**config.mk**
```make
export PLATFORM = sky130hd
export DESIGN_NAME = rf_write_arbiter_flat
export DESIGN_NICKNAME = d
export VERILOG_FILES = /design/src/rtl/rf_pkg.sv /design/src/rtl/rf_write_arbiter_if.sv /design/src/rtl/rr_arbiter.sv /design/src/rtl/rf_write_arbiter.sv /design/src/flat_wrapper.sv
export SDC_FILE = /design/constraint.sdc
export NUM_CORES = 1
export LEC_CHECK = 0
export ABC_AREA = 1
export CAP_MARGIN = 20
export CORE_ASPECT_RATIO = 1.5
export CORE_MARGIN = 2
export CORE_UTILIZATION = 34
export DETAILED_ROUTE_END_ITERATION = 8
export GPL_TIMING_DRIVEN = 0
export MAX_ROUTING_LAYER = met4
export PLACE_DENSITY = 0.83
export REMOVE_ABC_BUFFERS = 1
export SYNTH_ARGS = -nofsm -noshare
export SYNTH_HDL_FRONTEND = slang
export SYNTH_SLANG_ARGS = --single-unit
```
**constraint.sdc**
```tcl
create_clock -name clock -period 2.36 [get_ports clock]
set_input_delay 0.59 -clock clock [delete_from_list [all_inputs] [get_ports clock]]
set_output_delay 0.59 -clock clock [all_outputs]
set_load 0.005 [all_outputs]
```
**src/rtl/rf_pkg.sv**
```systemverilog
// Shared register-file types and constants for the RISC231 writeback path.
// Also holds the read-bypass selection used by the write arbiter.
package rf_pkg;

    localparam int unsigned Nreg  = 32;
    localparam int unsigned Dbits = 32;
    localparam int unsigned Abits = $clog2(Nreg);

    typedef struct packed {
        logic [Abits-1:0] addr;
        logic [Dbits-1:0] data;
    } rf_write_t;

    // Register 0 is hard-wired to zero; an in-flight write overrides stale array data.
    function automatic logic [Dbits-1:0] bypass_read(
        input logic [Abits-1:0] raddr,
        input logic [Dbits-1:0] rdata,
        input logic             wr,
        input logic [Abits-1:0] waddr,
        input logic [Dbits-1:0] wdata
    );
        logic [Dbits-1:0] result;
        result = rdata;
        if (raddr == '0) begin
            result = '0;
        end else if (wr && (raddr == waddr)) begin
            result = wdata;
        end
        return result;
    endfunction

endpackage

```
**src/rtl/rf_write_arbiter_if.sv**
```systemverilog
// Writeback-request, register-file write and read-bypass signals of the write arbiter.
// The slave modport is the arbiter; the master modport is the surrounding pipeline.
interface rf_write_arbiter_if
    import rf_pkg::*;
#(
    parameter int unsigned Nreq = 2
) ();

    logic                       stall;
    logic [Nreq-1:0]            req_valid;
    logic [Nreq-1:0][Abits-1:0] req_addr;
    logic [Nreq-1:0][Dbits-1:0] req_data;
    logic [Nreq-1:0]            req_ready;

    logic                       wr;
    logic [Abits-1:0]           WriteAddr;
    logic [Dbits-1:0]           WriteData;

    logic [Abits-1:0]           ReadAddr1;
    logic [Abits-1:0]           ReadAddr2;
    logic [Dbits-1:0]           ReadData1;
    logic [Dbits-1:0]           ReadData2;
    logic [Dbits-1:0]           FwdData1;
    logic [Dbits-1:0]           FwdData2;

    modport slave (
        input  stall,
        input  req_valid,
        input  req_addr,
        input  req_data,
        output req_ready,
        output wr,
        output WriteAddr,
        output WriteData,
        input  ReadAddr1,
        input  ReadAddr2,
        input  ReadData1,
        input  ReadData2,
        output FwdData1,
        output FwdData2
    );

    modport master (
        output stall,
        output req_valid,
        output req_addr,
        output req_data,
        input  req_ready,
        input  wr,
        input  WriteAddr,
        input  WriteData,
        output ReadAddr1,
        output ReadAddr2,
        output ReadData1,
        output ReadData2,
        input  FwdData1,
        input  FwdData2
    );

endinterface

```
**src/rtl/rr_arbiter.sv**
```systemverilog
// Combinational round-robin arbiter: scans req from ptr upward, wrapping modulo Nreq,
// and grants the first set bit as a one-hot gnt plus its encoded index.
module rr_arbiter #(
    parameter int unsigned Nreq    = 2,
    parameter int unsigned IdxBits = $clog2(Nreq)
) (
    input  logic [Nreq-1:0]    req,
    input  logic [IdxBits-1:0] ptr,
    output logic [Nreq-1:0]    gnt,
    output logic [IdxBits-1:0] idx
);

    logic        found;
    int unsigned pos;

    always_comb begin
        gnt   = '0;
        idx   = '0;
        found = 1'b0;
        pos   = 0;
        for (int unsigned k = 0; k < Nreq; k++) begin
            pos = (32'(ptr) + k) % Nreq;
            if (!found && req[pos[IdxBits-1:0]]) begin
                gnt[pos[IdxBits-1:0]] = 1'b1;
                idx                   = pos[IdxBits-1:0];
                found                 = 1'b1;
            end
        end
    end

endmodule

```
**src/rtl/rf_write_arbiter.sv**
```systemverilog
// Round-robin share of the register-file write port among Nreq writeback sources,
// with a registered write stage and combinational read bypass of the in-flight write.
module rf_write_arbiter
    import rf_pkg::*;
#(
    parameter int unsigned Nreq = 2
) (
    input  logic                clock,
    input  logic                reset,
    rf_write_arbiter_if.slave   bus
);

    localparam int unsigned IdxBits = $clog2(Nreq);

    logic [Nreq-1:0]    gnt;
    logic [IdxBits-1:0] win_idx;
    logic               handshake;
    rf_write_t          winner;

    logic [IdxBits-1:0] ptr_q, ptr_d;
    logic               wr_q, wr_d;
    rf_write_t          wb_q, wb_d;

    rr_arbiter #(
        .Nreq    (Nreq),
        .IdxBits (IdxBits)
    ) u_rr_arbiter (
        .req (bus.req_valid),
        .ptr (ptr_q),
        .gnt (gnt),
        .idx (win_idx)
    );

    // gnt is already qualified by req_valid, so ready never rises without valid.
    assign bus.req_ready = (reset || bus.stall) ? '0 : gnt;
    assign handshake     = |bus.req_ready;

    always_comb begin
        winner.addr = bus.req_addr[win_idx];
        winner.data = bus.req_data[win_idx];
    end

    always_comb begin
        ptr_d = ptr_q;
        wr_d  = 1'b0;
        wb_d  = wb_q;
        if (handshake) begin
            // Writes to register 0 complete the handshake but never reach the array.
            wr_d  = (winner.addr != '0);
            wb_d  = winner;
            ptr_d = (32'(win_idx) == Nreq - 1) ? '0 : win_idx + IdxBits'(1);
        end
    end

    always_ff @(posedge clock or posedge reset) begin
        if (reset) begin
            ptr_q <= '0;
            wr_q  <= 1'b0;
            wb_q  <= '0;
        end else begin
            ptr_q <= ptr_d;
            wr_q  <= wr_d;
            wb_q  <= wb_d;
        end
    end

    assign bus.wr        = wr_q;
    assign bus.WriteAddr = wb_q.addr;
    assign bus.WriteData = wb_q.data;

    assign bus.FwdData1 = bypass_read(bus.ReadAddr1, bus.ReadData1, wr_q, wb_q.addr, wb_q.data);
    assign bus.FwdData2 = bypass_read(bus.ReadAddr2, bus.ReadData2, wr_q, wb_q.addr, wb_q.data);

endmodule

```
**src/flat_wrapper.sv**
```systemverilog
// flat-port wrapper written by rule: the top's interface ports become plain ports
module rf_write_arbiter_flat import rf_pkg::*;
#(
    parameter int unsigned Nreq = 2
)
  (clock, reset, bus_stall, bus_req_valid, bus_req_addr, bus_req_data, bus_req_ready, bus_wr, bus_WriteAddr, bus_WriteData, bus_ReadAddr1, bus_ReadAddr2, bus_ReadData1, bus_ReadData2, bus_FwdData1, bus_FwdData2);
  rf_write_arbiter_if #(.Nreq(Nreq)) bus_i ();
  input  logic clock;
  input  logic reset;
  input wire logic [$bits(bus_i.stall)-1:0] bus_stall;
  input wire logic [$bits(bus_i.req_valid)-1:0] bus_req_valid;
  input wire logic [$bits(bus_i.req_addr)-1:0] bus_req_addr;
  input wire logic [$bits(bus_i.req_data)-1:0] bus_req_data;
  output wire logic [$bits(bus_i.req_ready)-1:0] bus_req_ready;
  output wire logic [$bits(bus_i.wr)-1:0] bus_wr;
  output wire logic [$bits(bus_i.WriteAddr)-1:0] bus_WriteAddr;
  output wire logic [$bits(bus_i.WriteData)-1:0] bus_WriteData;
  input wire logic [$bits(bus_i.ReadAddr1)-1:0] bus_ReadAddr1;
  input wire logic [$bits(bus_i.ReadAddr2)-1:0] bus_ReadAddr2;
  input wire logic [$bits(bus_i.ReadData1)-1:0] bus_ReadData1;
  input wire logic [$bits(bus_i.ReadData2)-1:0] bus_ReadData2;
  output wire logic [$bits(bus_i.FwdData1)-1:0] bus_FwdData1;
  output wire logic [$bits(bus_i.FwdData2)-1:0] bus_FwdData2;
  assign bus_i.stall = bus_stall;
  assign bus_i.req_valid = bus_req_valid;
  assign bus_i.req_addr = bus_req_addr;
  assign bus_i.req_data = bus_req_data;
  assign bus_req_ready = bus_i.req_ready;
  assign bus_wr = bus_i.wr;
  assign bus_WriteAddr = bus_i.WriteAddr;
  assign bus_WriteData = bus_i.WriteData;
  assign bus_i.ReadAddr1 = bus_ReadAddr1;
  assign bus_i.ReadAddr2 = bus_ReadAddr2;
  assign bus_i.ReadData1 = bus_ReadData1;
  assign bus_i.ReadData2 = bus_ReadData2;
  assign bus_FwdData1 = bus_i.FwdData1;
  assign bus_FwdData2 = bus_i.FwdData2;
  rf_write_arbiter #(.Nreq(Nreq)) u_core (.clock(clock), .reset(reset), .bus(bus_i));
endmodule
```
==> metrics <==
status complete, but fails checks; failing checks setup timing; critical-path cell list buf_2, inv_2, nand2_2, buf_6, nand2_4, nor2_4, buf_6, nand3_4, buf_12, buf_8, nand2_2, inv_2, nor2_2, buf_2; CTS tree built; Final Util 0.752; Final Hold Viols 0; Placer Congestion 0.908; Internal 0.00287 W; Worst EP required 1.77 ns; fraction of registers with async set/reset 1.00; aggregate routed wire length 25,900 um; share of the synthesized area in the top cell type 0.255; fillers 871; clock period minus worst slack 2.69 ns; Worst Skew 0.00568 ns; Initial DRT Pass Iterations 8; clock transition at the registers of the reported paths 0.06 ns; Pleak 4.80 nW; share of cells above drive strength 1 0.383; via count 6,539; worst hold path class flip-flop to flip-flop; placed cell area 6740 sq um; switch share 0.417; Overall Power 0.00491 W; core area 11,600 sq um; Clock Path Buffers 2; DR WL/cell 20.6 um; final worst-path cycle share 1.14; Logic pwr share 0.626; top_reg_cell synth dfrtp_1; io pins 257; Clock power frac 0.165; pin count of the biggest net entering global routing 38; die width 93.1 um; Slowest Stage Delay on Critical Path 0.16 ns; antenna violations before repair 0; NetSw 0.00205 W; cell area power density 564 nW/um^2; Post-synth EDFFs 0; ANT cells 0; CTS Sinks 39; initial drt markers 491; Seq/Total Area, Yosys 0.241; RSZ-0062 raised after global routing true; num rows 48; number of global-route vias before repair 6,452; dominant cell type by area after synthesis nand2_1; Setup TNS -11.57 ns; total grt overflow 0; area of the multi-input gates 3120 sq um; H-tree lvl count 2; Syn Area/Cell 5.23 sq um; fin. max-slew vios 0; warnings from Yosys 0; Num CTS Buffers 5; antenna viol nets, final 0; GRT Util Overall 0.369; Top delay family on crit path buffers and inverters; commonest cells after routing, fill and taps aside nand2_1, clkdlybuf4s50_1, inv_1; CP Capture Type primary output; die footprint 12,800 sq um; most common cell after layout, fill and taps aside nand2_1; critical path's slowest cell buf_12; setup ws final -0.334 ns; Least-Margin Pin Slew 0.497 ns; CP Launch Type primary input; maximum clock rate 0.371 GHz; clk_lat worst skew 0.28 ns; Layout area overhead 115%; Post-Syn Area 4050 sq um; HPWL after DPL 12,200 um; CP max FO 7; count of state elements after synthesis 39; DRC Markers 0; I/O Buffers 256; Post-Synthesis Cells 775; Reg area 981 sq um; final hold slack 0.564 ns; Netlist cell types 19; die span in y 138 um; Final Cell Area 8710 sq um; Initial Util 0.349; global-route wire length before repair 34,600 um; maxcap violations 0; Worst IR Drop VDD 0.294 mV; WS Path Type primary input to primary output; CP arrival 2.10 ns; Setup-failing EPs final 64; Slew headroom 0.666; sequential share of power 0.209; dominant cells by area after synthesis nand2_1, dfrtp_1, inv_1, nand3_1, nor2_1; Worst Path Buf+Inv 8; vias per cell 5.19; Root Driver clkbuf_16; nets 1,263
[cell families (layout without fill, tap and decap cells)]
group / Yosys count / in the layout / synth area share
AND/OR/NAND/NOR: 464 / 473 / 0.470
buffers and inverters: 229 / 556 / 0.226
AO/OA/AOI/OAI: 43 / 43 / 0.0624
flip-flops: 39 / 39 / 0.241
[synth_stat cells, types with 3 or more instances]
library cell	instances
clkbuf_1	14
dfrtp_1	39
nand3b_1	3
nand2_2	3
o21ai_2	10
nand2_1	275
inv_2	4
nand3_1	103
inv_1	183
buf_4	6
buf_2	21
o21ai_1	29
a21oi_1	4
nor2_1	74
[worst paths after layout]
check                                                     startpoint                                   end  depth (start not counted)  slack (ns)
worst max-delay path                                bus_ReadAddr2[1]                      bus_FwdData2[26]                         14       -0.33
worst min-delay path            u_core.bus.WriteData[28]$_DFFE_PP0P_  u_core.bus.WriteData[28]$_DFFE_PP0P_                          2        0.56
worst max register to register              u_core.ptr_q$_DFFE_PP0P_  u_core.bus.WriteData[30]$_DFFE_PP0P_                          7        0.27
worst min register to register  u_core.bus.WriteData[28]$_DFFE_PP0P_  u_core.bus.WriteData[28]$_DFFE_PP0P_                          2        0.56
max in group asynchronous                                      reset  u_core.bus.WriteData[29]$_DFFE_PP0P_                         17        0.04
min in group asynchronous                                      reset              u_core.ptr_q$_DFFE_PP0P_                         16        1.94
[tightest hold or removal path, stage by stage, from the launching register on]
cell and delay (ns):
dfrtp_1 0.34, inv_1 0.06, o21ai_1 0.12
[timing repair]
action,in CTS,in global routing
gates cloned,15,2
resized for setup,461,174
hold buffers,0,0
pin swaps,80,76
buffers inserted,88,12
endpoints found under the setup margin,105,123
[power by group through the flow]
stage	clock network, W	registers [W]	logic, W
floorplan	0	0.00101	0.000789
global placement	0	0.000992	0.00188
detailed placement	0	0.00100	0.00197
CTS	0.000821	0.00101	0.00270
global route	0.000848	0.00105	0.00322
finish	0.000812	0.00103	0.00307
[layer usage]
| metal | share of wire | global-route usage | vias to the layer above |
|---|---|---|---|
| li1 | - | - | 2961 |
| met1 | 0.32 | 0.366 | 2942 |
| met2 | 0.50 | 0.637 | 475 |
| met3 | 0.096 | 0.0706 | 161 |
| met4 | 0.084 | 0.277 | 0 |
| met5 | 0 | - | - |
[sequential cells by signal, summed over array words and instances, names as in the netlist]
name	count
u_core.ptr_q	1
u_core.bus.wr	1
u_core.bus.WriteData	32
u_core.bus.WriteAddr	5
[cell type report]
cell class	instances	area share
sequential	39	0.113
tap	150	0.0215
multi-input combinational	516	0.358
timing repair buffer	361	0.407
inverter	187	0.0811
clock buffer	6	0.0159
clock inverter	2	0.00402
[per-stage QoR]
stage               worst slack [ns]  cells
floorplan                      -1.34    733
global placement               -3.00   1139
detailed placement             -1.57   1144
CTS                           -0.118   1254
global route                  -0.359   1261
finish                        -0.334   1261
Note: power is estimated with default switching activity, not from simulation.
